**src/rtl/matriz_pkg.sv**
```systemverilog
// Shared matrix coprocessor definitions: operand geometry, RAM layout
// and the fetch sequencer state encoding.
package matriz_pkg;

    localparam int N      = 5;
    localparam int DATA_W = 9;
    localparam int ADDR_W = 8;
    localparam int BASE_A = 0;
    localparam int BASE_B = 25;
    localparam int IDX_W  = 5;
    localparam int RC_W   = 3;

    typedef enum logic [2:0] {
        IDLE,
        RD_A,
        RD_B,
        WAIT_B,
        OUT,
        DONE
    } fetch_state_e;

endpackage

```
**src/rtl/matrix_fetch_if.sv**
```systemverilog
// RAM read port plus element-pair output handshake of the fetch stage.
interface matrix_fetch_if #(
    parameter int DATA_W = 9,
    parameter int ADDR_W = 8
);

    logic              mem_rd;
    logic [ADDR_W-1:0] mem_addr;
    logic [DATA_W-1:0] mem_rdata;
    logic              out_valid;
    logic              out_ready;
    logic              out_last;
    logic [DATA_W-1:0] out_a;
    logic [DATA_W-1:0] out_b;
    logic [2:0]        out_row;
    logic [2:0]        out_col;

    modport master (
        output mem_rd, mem_addr,
        input  mem_rdata,
        output out_valid, out_last,
        output out_a, out_b, out_row, out_col,
        input  out_ready
    );

    modport slave (
        input  mem_rd, mem_addr,
        output mem_rdata,
        input  out_valid, out_last,
        input  out_a, out_b, out_row, out_col,
        output out_ready
    );

endinterface

```
**src/rtl/matrix_fetch.sv**
```systemverilog
// Reads A[i] and B[i] back from the data RAM and presents them pairwise
// to the element-wise arithmetic unit over a valid/ready handshake.
module matrix_fetch #(
    parameter int DATA_W = 9,
    parameter int ADDR_W = 8,
    parameter int N      = 5,
    parameter int BASE_A = 0,
    parameter int BASE_B = 25
) (
    input  logic clk,
    input  logic rst_n,
    input  logic start,
    output logic busy,
    output logic done,
    matrix_fetch_if.master bus
);

    import matriz_pkg::*;

    fetch_state_e state_q, state_d;
    logic [4:0]        i_q, i_d;
    logic [2:0]        row_q, row_d;
    logic [2:0]        col_q, col_d;
    logic [DATA_W-1:0] a_q, a_d;
    logic [DATA_W-1:0] out_a_q, out_a_d;
    logic [DATA_W-1:0] out_b_q, out_b_d;
    logic [2:0]        out_row_q, out_row_d;
    logic [2:0]        out_col_q, out_col_d;
    logic              mem_rd;
    logic [ADDR_W-1:0] mem_addr;
    logic              is_last;

    assign is_last = (i_q == 5'(N*N-1));

    always_ff @(posedge clk or negedge rst_n) begin
        if (!rst_n) begin
            state_q   <= IDLE;
            i_q       <= '0;
            row_q     <= '0;
            col_q     <= '0;
            a_q       <= '0;
            out_a_q   <= '0;
            out_b_q   <= '0;
            out_row_q <= '0;
            out_col_q <= '0;
        end else begin
            state_q   <= state_d;
            i_q       <= i_d;
            row_q     <= row_d;
            col_q     <= col_d;
            a_q       <= a_d;
            out_a_q   <= out_a_d;
            out_b_q   <= out_b_d;
            out_row_q <= out_row_d;
            out_col_q <= out_col_d;
        end
    end

    always_comb begin
        state_d   = state_q;
        i_d       = i_q;
        row_d     = row_q;
        col_d     = col_q;
        a_d       = a_q;
        out_a_d   = out_a_q;
        out_b_d   = out_b_q;
        out_row_d = out_row_q;
        out_col_d = out_col_q;
        mem_rd    = 1'b0;
        mem_addr  = '0;
        unique case (state_q)
            IDLE: begin
                if (start) begin
                    state_d = RD_A;
                    i_d     = '0;
                    row_d   = '0;
                    col_d   = '0;
                end
            end
            RD_A: begin
                mem_rd   = 1'b1;
                mem_addr = ADDR_W'(BASE_A) + ADDR_W'(i_q);
                state_d  = RD_B;
            end
            RD_B: begin
                mem_rd   = 1'b1;
                mem_addr = ADDR_W'(BASE_B) + ADDR_W'(i_q);
                a_d      = bus.mem_rdata;
                state_d  = WAIT_B;
            end
            // Output registers only move here, so they hold under backpressure.
            WAIT_B: begin
                out_a_d   = a_q;
                out_b_d   = bus.mem_rdata;
                out_row_d = row_q;
                out_col_d = col_q;
                state_d   = OUT;
            end
            OUT: begin
                if (bus.out_ready) begin
                    if (is_last) begin
                        state_d = DONE;
                    end else begin
                        i_d     = i_q + 5'd1;
                        state_d = RD_A;
                        if (col_q == 3'(N-1)) begin
                            col_d = '0;
                            row_d = row_q + 3'd1;
                        end else begin
                            col_d = col_q + 3'd1;
                        end
                    end
                end
            end
            DONE: state_d = IDLE;
            default: state_d = IDLE;
        endcase
    end

    assign busy          = (state_q == RD_A) || (state_q == RD_B) ||
                           (state_q == WAIT_B) || (state_q == OUT);
    assign done          = (state_q == DONE);
    assign bus.mem_rd    = mem_rd;
    assign bus.mem_addr  = mem_addr;
    assign bus.out_valid = (state_q == OUT);
    assign bus.out_last  = (state_q == OUT) && is_last;
    assign bus.out_a     = out_a_q;
    assign bus.out_b     = out_b_q;
    assign bus.out_row   = out_row_q;
    assign bus.out_col   = out_col_q;

endmodule

```
**src/flat_wrapper.sv**
```systemverilog
// flat-port wrapper written by rule: the top's interface ports become plain ports
module matrix_fetch_flat import matriz_pkg::*;
#(
    parameter int DATA_W = 9,
    parameter int ADDR_W = 8,
    parameter int N      = 5,
    parameter int BASE_A = 0,
    parameter int BASE_B = 25
)
  (clk, rst_n, start, busy, done, bus_mem_rd, bus_mem_addr, bus_mem_rdata, bus_out_valid, bus_out_last, bus_out_a, bus_out_b, bus_out_row, bus_out_col, bus_out_ready);
  matrix_fetch_if #(.DATA_W(DATA_W), .ADDR_W(ADDR_W)) bus_i ();
  input  logic clk;
  input  logic rst_n;
  input  logic start;
  output logic busy;
  output logic done;
  output wire logic [$bits(bus_i.mem_rd)-1:0] bus_mem_rd;
  output wire logic [$bits(bus_i.mem_addr)-1:0] bus_mem_addr;
  input wire logic [$bits(bus_i.mem_rdata)-1:0] bus_mem_rdata;
  output wire logic [$bits(bus_i.out_valid)-1:0] bus_out_valid;
  output wire logic [$bits(bus_i.out_last)-1:0] bus_out_last;
  output wire logic [$bits(bus_i.out_a)-1:0] bus_out_a;
  output wire logic [$bits(bus_i.out_b)-1:0] bus_out_b;
  output wire logic [$bits(bus_i.out_row)-1:0] bus_out_row;
  output wire logic [$bits(bus_i.out_col)-1:0] bus_out_col;
  input wire logic [$bits(bus_i.out_ready)-1:0] bus_out_ready;
  assign bus_mem_rd = bus_i.mem_rd;
  assign bus_mem_addr = bus_i.mem_addr;
  assign bus_i.mem_rdata = bus_mem_rdata;
  assign bus_out_valid = bus_i.out_valid;
  assign bus_out_last = bus_i.out_last;
  assign bus_out_a = bus_i.out_a;
  assign bus_out_b = bus_i.out_b;
  assign bus_out_row = bus_i.out_row;
  assign bus_out_col = bus_i.out_col;
  assign bus_i.out_ready = bus_out_ready;
  matrix_fetch #(.DATA_W(DATA_W), .ADDR_W(ADDR_W), .N(N), .BASE_A(BASE_A), .BASE_B(BASE_B)) u_core (.clk(clk), .rst_n(rst_n), .start(start), .busy(busy), .done(done), .bus(bus_i));
endmodule
```
**config.mk**
```make
export PLATFORM = sky130hd
export DESIGN_NAME = matrix_fetch_flat
export DESIGN_NICKNAME = d
export VERILOG_FILES = /design/src/rtl/matriz_pkg.sv /design/src/rtl/matrix_fetch_if.sv /design/src/rtl/matrix_fetch.sv /design/src/flat_wrapper.sv
export SDC_FILE = /design/constraint.sdc
export NUM_CORES = 1
export LEC_CHECK = 0
export ABC_AREA = 1
export BUFFER_PORTS_ARGS = -buffer_cell sky130_fd_sc_hd__buf_4
export CAP_MARGIN = 25
export CORE_UTILIZATION = 48
export DETAILED_ROUTE_END_ITERATION = 8
export HOLD_SLACK_MARGIN = 0.05
export MAX_ROUTING_LAYER = met4
export PLACE_DENSITY = 0.75
export SLEW_MARGIN = 20
export SYNTH_ARGS = -nofsm -noshare
export SYNTH_HDL_FRONTEND = slang
export SYNTH_SLANG_ARGS = --single-unit
```
**constraint.sdc**
```tcl
create_clock -name clk -period 1.4 [get_ports clk]
set_input_delay 0.28 -clock clk [delete_from_list [all_inputs] [get_ports clk]]
set_output_delay 0.28 -clock clk [all_outputs]
set_load 0.1 [all_outputs]
```
==> results of run 1 <==
-- area by class of cell --
| cell class | instances | area (sq um) | area share, % |
|---|---|---|---|
| repair buffers | 82 | 797 | 24.1 |
| inverters | 35 | 148 | 4.46 |
| clock inverters | 2 | 12.5 | 0.378 |
| flip-flops and latches | 47 | 1180 | 35.7 |
| multi-input cells | 177 | 1030 | 31.3 |
| clock buffers | 6 | 72.6 | 2.19 |
| well taps | 52 | 65.1 | 1.97 |
-- per-stage QoR --
step | setup TNS, ns | utilization [%] | instance area (sq um)
after global placement | -2.84 | 66.6 | 2940
final | -7.36 | 75.0 | 3310
after detailed placement | -3.30 | 66.6 | 2940
after CTS | -5.89 | 73.5 | 3250
after floorplan | -8.44 | - | 2360
after global routing | -8.91 | 75.0 | 3310
-- metal layers --
layer  global-route usage, %  part of all wire [%]  routed length, um  up-vias
met3                    4.33                   3.8                199        8
met5                       -                     0                  0        -
met4                    7.78                   1.7                 87        0
met2                    40.0                    53               2760       49
li1                        -                     -                  -      997
met1                    28.5                    42               2190      967
-- critical path, cell delays in order, from the launching register on --
cell,delay [ns]
dfrtp_1,0.42
ha_2,0.22
nand2_2,0.09
inv_2,0.05
o21ai_2,0.12
nand3_2,0.10
o21ai_4,0.08
buf_12,0.19
-- layout by cell type (no fill, tap or decap), types with 2 or more instances in the layout --
master	n
buf_12	11
buf_4	62
buf_6	5
buf_8	3
clkbuf_8	5
clkinvlp_4	2
conb_1	2
dfrtp_1	44
dfrtp_2	3
ha_1	3
inv_1	21
inv_2	10
inv_4	2
nand2_1	83
nand2_2	5
nand2_4	2
nand3_1	5
nand3_2	7
nor2_1	12
nor2_2	2
nor2_4	4
nor3_4	3
o21ai_1	31
o21ai_4	2
o21bai_1	3
o22ai_4	3
xnor2_1	2
-- cell usage after synthesis --
master	n
nor3_1	1
inv_1	27
nand2_1	89
xnor2_1	2
dfrtp_1	47
a211oi_1	1
nand4_1	1
clkbuf_1	2
conb_1	1
nand3_1	11
buf_4	2
o22ai_1	3
nor3_2	2
o21ai_1	33
o21ai_0	2
buf_2	7
buf_6	1
nor2_4	3
nand2_2	1
nor2_1	15
nand3_2	1
ha_1	5
xor2_1	1
inv_2	8
o21bai_1	3
or2_2	1
-- state kept, by name (all words and copies together), names as in the netlist --
register and flops:
u_core.state_q 3, u_core.i_q 5, u_core.col_q 3, u_core.bus.out_col 3, u_core.row_q 3, u_core.bus.out_row 3, u_core.bus.out_a 9, u_core.bus.out_b 9
u_core.a_q 9
-- cell families after synthesis --
group	count (synthesis)	synth area share [%]
buf+inv	47	8.99
simple gates	125	23.9
fa+ha+maj	5	2.81
xor+xnor	3	1.18
flops	47	52.8
compound gates	42	10.1
other cells	1	0.168
-- path summary, 6_finish.rpt --
kind | startpoint | to | slack (ns) | depth (start not counted)
hold reg to reg | u_core.a_q[6] | u_core.bus.out_a[6] | 0.48 | 2
max in group asynchronous | rst_n | u_core.state_q[2] | 0.44 | 2
setup / recovery | u_core.i_q[0] | bus_mem_addr[4] | -0.44 | 7
min in group asynchronous | rst_n | u_core.bus.out_a[5] | 0.52 | 2
setup reg to reg | u_core.i_q[0] | u_core.i_q[1] | -0.32 | 13
hold / removal | bus_mem_rdata[0] | u_core.bus.out_b[0] | 0.25 | 3
-- what timing repair did --
| item | 4_1_cts | 5_1_grt |
|---|---|---|
| hold buffers | 1 | 0 |
| hold endpoints to repair | 47 | 0 |
| setup buffers | 2 | 2 |
| pin swaps | 8 | 7 |
| setup endpoints to repair | 24 | 52 |
| resized for setup | 52 | 14 |
==> results.md, run 1 <==
- Status: complete, but fails checks
- Failing checks: setup timing
- Vias per cell: 5.04
- Largest net degree at the start of global routing: 48
- Global-route wire length before repair: 8890 um
- Clk Latency, worst-skew pair: 0.30 ns
- Routed len/inst: 13.0 um
- N_diodes: 0
- Worst clock skew: 0.00878 ns
- Routability Congestion: 0.831
- # setup viols final: 23
- Vias in the first global route: 2011
- Layout Area Growth over Synthesis: 48.7%
- CP required: 1.12 ns
- Mapped Cells: 270
- FP Rows: 24
- CTS buffer count: 5
- Cells after DPL: 388
- Fraction of layout cells with a size suffix above 1: 39.5%
- Final std cells w/o fill: 401
- Sequential area share after synthesis: 52.8%
- H-tree depth: 2
- Fillers: 313
- TritonRoute pass-1 iters: 4
- Clk buf depth: 2
- Detailed Route WL: 5230 um
- Area contributors post-synth: dfrtp_1, nand2_1, o21ai_1, inv_1, ha_1
- Remaining antenna violation count: 0
- Synth area leader: dfrtp_1
- Library cells used by synthesis: 26
- RSZ-0062 raised after global routing: yes
- Clk slew on worst S/H paths: 0.09 ns
- Die Width: 70.1 um
- Synth top area share: 52.8%
- Core region area: 4410 sq um
- Crit-path max FO: 2
- # DRC: 0
- Detailed placement HPWL: 3410 um
- Initial Util: 50.4%
- IO buf count: 47
- Worst min path class: in -> reg
- Max-slew headroom: 61.1%
- Worst-Margin Slew: 0.583 ns
- Clk root buf: clkbuf_8
- Post-Place Worst Slack: -0.317 ns
- Tmin final: 1.84 ns
- Yosys warns: 0
- Syn_area_per_cell: 8.24 sq um
- CTS tree: yes
- Type of origin of the critical path: flop
- Critical Path Sink Type: primary output
- Die Area: 4910 sq um
- Max cap viols: 0
- Mapped cell area: 2230 sq um
- Max Freq: 543 MHz
- Final hold violation count: 0
- Chip height: 70.1 um
- Gr usage total: 23.6%
- Clock sink total: 47
- Post-route worst setup slack: -0.442 ns
- Slew Viols, Final: 0
- Nets@finish: 366
- Hold slack: 0.245 ns
- Via count: 2021
- I/O pins: 50
- WS Path Type: reg -> out
- Synth Register Bits: 47
- Initial antenna violation count: 0
- Final worst-path cycle share: 132%
- Initial DRC count: 108
- Arrival @ worst endpoint: 1.56 ns
- GRT Residual Overflow: 0
Power of run 1 is not shown: default switching activity piles up to over one toggle a cycle in this logic, so the estimate is an artifact.
==> run 2: changes to the inputs <==
CTS_CLUSTER_DIAMETER = 30   (was not set)
PLACE_DENSITY = not set   (was 0.75)
PLACE_DENSITY_LB_ADDON = 0.08   (was not set)
==> run 2 against run 1 <==
Against the previous run: routed wire length rose by 2.3%; critical endpoint unchanged; the run still ends with setup timing left; global-route usage is 0.36 points higher; register-to-register slack improved by 0.11 ns; sequential share of layout area is 1.1 points lower; critical path depth unchanged; count of clock-buffer cells in the layout decreased by 1; die area unchanged; setup slack lost 0.017 ns; fmax decreased by 0.93%; final area is 3.1% higher.
==> results.md, run 2 (synthesis gave the netlist of run 1 again) <==
- Vias in the first global route: 1971
- Nets@finish: 370
- Routability Congestion: 0.830
- CTS tree: yes
- Max Freq: 538 MHz
- Endpoint of the worst register-to-register path: u_core.i_q[0]
- Commonest non-fill, non-tap cells in the layout: nand2_1, buf_4, dfrtp_1, o21ai_1, inv_1
- Status: complete, but fails checks
- Clk buf depth: 2
- Commonest non-fill, non-tap cell in the layout: nand2_1
- Post-route worst setup slack: -0.459 ns
- Type of origin of the critical path: flop
- Largest net degree at the start of global routing: 40
- FF-to-FF setup slack: -0.21 ns
- Detailed Route WL: 5350 um
- Gr usage total: 24.0%
- Clk slew on worst S/H paths: 0.09 ns
- Crit-path max FO: 2
- Remaining antenna violation count: 0
- Hold slack: 0.237 ns
- Failing checks: setup timing
- Detailed placement HPWL: 3500 um
- Worst min path class: in -> reg
- Vias per cell: 4.99
- Worst Hold End: u_core.bus.out_b[8]
- R2R depth: 12
- Final hold violation count: 0
- Clock sink total: 47
- Clk Latency, worst-skew pair: 0.30 ns
- CP peak stage delay: 0.39 ns
- WP depth: 7
- WS Path Type: reg -> out
- Tmin final: 1.86 ns
- Die Width: 70.1 um
- Die Area: 4910 sq um
- Layout Area Growth over Synthesis: 53.3%
- N_diodes: 0
- FP Rows: 24
- Clk root buf: clkbuf_8
- Initial Util: 50.4%
- Critical Path Sink Type: primary output
- CP top delay family: flip-flops
- # DRC: 0
- Chip height: 70.1 um
- Initial DRC count: 132
- Core region area: 4410 sq um
- Min-delay src: bus_mem_rdata[8]
- Initial antenna violation count: 0
- Worst Hold Depth: 3
- Fraction of layout cells with a size suffix above 1: 42.8%
- Slew Viols, Final: 0
- I/O pins: 50
- Arrival @ worst endpoint: 1.58 ns
- Global-route wire length before repair: 8960 um
- Via count: 2021
- CP bufs+invs: 2
- CP cell instances: ha_2 > nand2_2 > buf_4 > nand3_1 > nand3_2 > o21ai_4 > buf_12
- H-tree depth: 2
- Max cap viols: 0
- # setup viols final: 23
- CP required: 1.12 ns
- Worst reg2reg startpoint: u_core.i_q[0]
- Final worst-path cycle share: 133%
- GRT Residual Overflow: 0
- CTS buffer count: 5
- IO buf count: 47
- RSZ-0062 raised after global routing: yes
- TritonRoute pass-1 iters: 4
- Routed len/inst: 13.2 um
- Crit path max-delay cell type: dfrtp_1
- Worst clock skew: 0.00987 ns
- Fillers: 322
-- run 2: changes by cell type in the layout (fill, tap and decap cells not counted), moves of 2 or more --
cell	change
buf_8	-3
buf_12	+3
nand2_2	+4
buf_6	+4
nand2_4	+2
o21ai_2	+3
nand2_1	-6
o21ai_1	-3
nand3_2	-3
nand3_1	+2
-- run 2: worst max path at each step --
stage,start,end,slack [ns]
floorplan,u_core.state_q[1],busy,-0.63
detailed placement,u_core.i_q[0],bus_mem_addr[4],-0.27
CTS,u_core.i_q[0],bus_out_last,-0.43
global route,u_core.i_q[1],bus_mem_addr[4],-0.54
finish,u_core.i_q[1],bus_mem_addr[4],-0.46
global placement,u_core.i_q[0],bus_mem_addr[4],-0.25
-- run 2: layout make-up --
| type | instances | area (sq um) | area share, % |
|---|---|---|---|
| clock buffer | 5 | 68.8 | 2.02 |
| clock inverter | 3 | 22.5 | 0.660 |
| inverter | 35 | 148 | 4.33 |
| multi-input combinational | 177 | 1070 | 31.5 |
| sequential | 47 | 1180 | 34.5 |
| tap | 52 | 65.1 | 1.91 |
| timing repair buffer | 86 | 857 | 25.1 |
-- run 2: repair_timing --
item / in CTS / in global routing
pin swaps: 5 / 10
gates cloned: 0 / 0
resized for setup: 52 / 29
endpoints found under the hold margin: 13 / 0
setup buffers: 4 / 2
endpoints found under the setup margin: 47 / 48
hold buffers: 1 / 0
-- run 2: per-layer routing --
layer | wire (um) | share of wire, % | GRT usage, %
met1 | 2360 | 44 | 29.7
met2 | 2680 | 50 | 38.8
met3 | 197 | 3.7 | 4.62
met4 | 117 | 2.2 | 9.56
met5 | 0 | 0 | -
-- run 2: worst min-delay path, delay by kind of cell --
family          cells  cell delay (ns)
compound gates      1             0.11
buf+inv             2             0.11
-- run 2: through the flow --
| stage | worst slack (ns) | std cells | utilization [%] | instance area (sq um) | TNS [ns] |
|---|---|---|---|---|---|
| 6_report | -0.459 | 405 | 77.3 | 3410 | -6.03 |
| 4_1_cts | -0.434 | 405 | 75.1 | 3320 | -7.08 |
| 5_1_grt | -0.540 | 405 | 77.3 | 3410 | -7.84 |
| 3_3_place_gp | -0.246 | 392 | 67.6 | 2980 | -2.86 |
| 2_1_floorplan | -0.627 | 271 | - | 2360 | -8.44 |
| 3_5_place_dp | -0.266 | 392 | 67.6 | 2980 | -3.49 |
Power of run 2 is left out for the same reason.
==> run 3: changes to the inputs <==
CORE_ASPECT_RATIO = 1.5   (was not set)
==> run 3 against run 2 <==
Against the previous run: the flow finishes with violations (DRC, setup timing); first-iteration DRC count is 36% lower; critical path depth is 2 lower; cell count fell by 0.49%; non-clock buffer count increased by 2; clock skew down 0.0036 ns; routed wire length is 0.24% lower; global-route usage is 0.13 points lower; worst hold slack gained 0.0025 ns; setup slack lost 0.012 ns; count of clock-buffer cells in the layout unchanged; fmax shrank 0.65%; sequential share of layout area rose by 0.46 points; largest cell class unchanged.
==> results.md, run 3 (synthesis gave the netlist of run 1 again) <==
- Hold slack: 0.239 ns
- Worst clock skew: 0.00630 ns
- Final TNS setup: -7.93 ns
- Busiest grt layer: met2
- Routability Congestion: 0.835
- Detailed Route WL: 5340 um
- Arrival @ worst endpoint: 1.59 ns
- Grt met1 use: 28.3%
- N_diodes: 0
- Final worst-path cycle share: 134%
- Core region area: 4500 sq um
- Fillers: 353
- CTS buffer count: 5
- Status: complete, but fails checks
- # DRC: 6
- Failing checks: DRC, setup timing
- GRT met3 Usage: 3.96%
- Met2 GRT Util: 39.1%
- Fraction of layout cells with a size suffix above 1: 39.2%
- TritonRoute pass-1 iters: 8
- Nets@finish: 372
- CP required: 1.12 ns
- Type of origin of the critical path: flop
- Post-route worst setup slack: -0.471 ns
- Largest net degree at the start of global routing: 40
- Commonest non-fill, non-tap cell in the layout: nand2_1
- I/O pins: 50
- Initial Util: 49.4%
- GRT Residual Overflow: 0
- RSZ-0062 raised after global routing: yes
- Die Width: 57.6 um
- Worst min path class: in -> reg
- Global-route wire length before repair: 8680 um
- Crit-path max FO: 6
- Clk slew on worst S/H paths: 0.09 ns
- Sequential cell area: 1180 sq um
- Max cap viols: 0
- Area of the multi-input gates: 1020 sq um
- Clk root buf: clkbuf_8
- Commonest non-fill, non-tap cells in the layout: nand2_1, buf_4, dfrtp_1, o21ai_1, inv_1
- Final std cells w/o fill: 403
- Slew Viols, Final: 0
- Initial antenna violation count: 0
- R2R depth: 13
- CTS tree: yes
- Die Area: 4920 sq um
- Chip height: 85.4 um
- Cells after DPL: 389
- FP Rows: 30
- Tmin final: 1.87 ns
- Routed len/inst: 13.2 um
- Remaining antenna violation count: 0
- H-tree depth: 2
- Vias per cell: 4.98
- Clock sink total: 47
- WS Path Type: reg -> out
- Final hold violation count: 0
- # setup viols final: 23
- Vias in the first global route: 1907
- Layout Area Growth over Synthesis: 51.5%
- Initial DRC count: 84
- Via count: 2005
- IO buf count: 47
- Worst Hold Depth: 3
- Detailed placement HPWL: 3560 um
- Clk Latency, worst-skew pair: 0.30 ns
- Critical Path Sink Type: primary output
- Clk buf depth: 2
- Max Freq: 534 MHz
- Gr usage total: 23.8%
## run 3: changes by cell type in the layout (fill, tap and decap cells not counted), sizes merged
cell	delta
bufinv	+1
inv	-1
buf	+2
## run 3: timing repair
action | 4_1_cts | 5_1_grt
endpoints found under the setup margin | 43 | 55
pin swaps | 6 | 8
gates resized for setup | 41 | 23
buffers inserted | 2 | 3
endpoints found under the hold margin | 26 | 0
hold buffers | 1 | 0
## run 3: path summary, 6_finish.rpt
kind | startpoint | to | slack [ns]
setup / recovery | u_core.state_q[1] | busy | -0.47
hold / removal | bus_mem_rdata[8] | u_core.bus.out_b[8] | 0.24
setup reg to reg | u_core.i_q[0] | u_core.i_q[0] | -0.35
hold reg to reg | u_core.bus.out_a[3] | u_core.bus.out_a[3] | 0.48
max in group asynchronous | rst_n | u_core.i_q[2] | 0.52
min in group asynchronous | rst_n | u_core.bus.out_a[3] | 0.43
## run 3: per-layer routing
layer	wire, um	vias to the layer above	part of all wire [%]
met3	210	8	3.9
met2	2840	51	53
li1	-	1005	-
met5	0	-	0
met1	2220	941	42
met4	69	0	1.3
## run 3: final cells by class
| cell class | instances | share of cell area (%) |
|---|---|---|
| multi-input combinational | 177 | 30.3 |
| clock inverter | 3 | 1.30 |
| timing repair buffer | 88 | 25.2 |
| inverter | 35 | 4.38 |
| tap | 48 | 1.78 |
| sequential | 47 | 35.0 |
| clock buffer | 5 | 2.04 |
## run 3: worst max-delay path, cell delays in order, from the launching register on
cell and delay [ns]:
dfrtp_1 0.38, inv_2 0.07, nor3_4 0.32, inv_4 0.14, nand4_1 0.18, buf_12 0.20
## run 3: stage by stage
stage / area (sq um) / setup WS, ns / utilization, %
finish: 3370 / -0.471 / 74.9
global route: 3370 / -0.545 / 74.9
CTS: 3270 / -0.446 / 72.5
detailed placement: 2970 / -0.299 / 66.0
global placement: 2970 / -0.264 / 66.0
floorplan: 2360 / -0.627 / -
Power of run 3 is left out for the same reason.
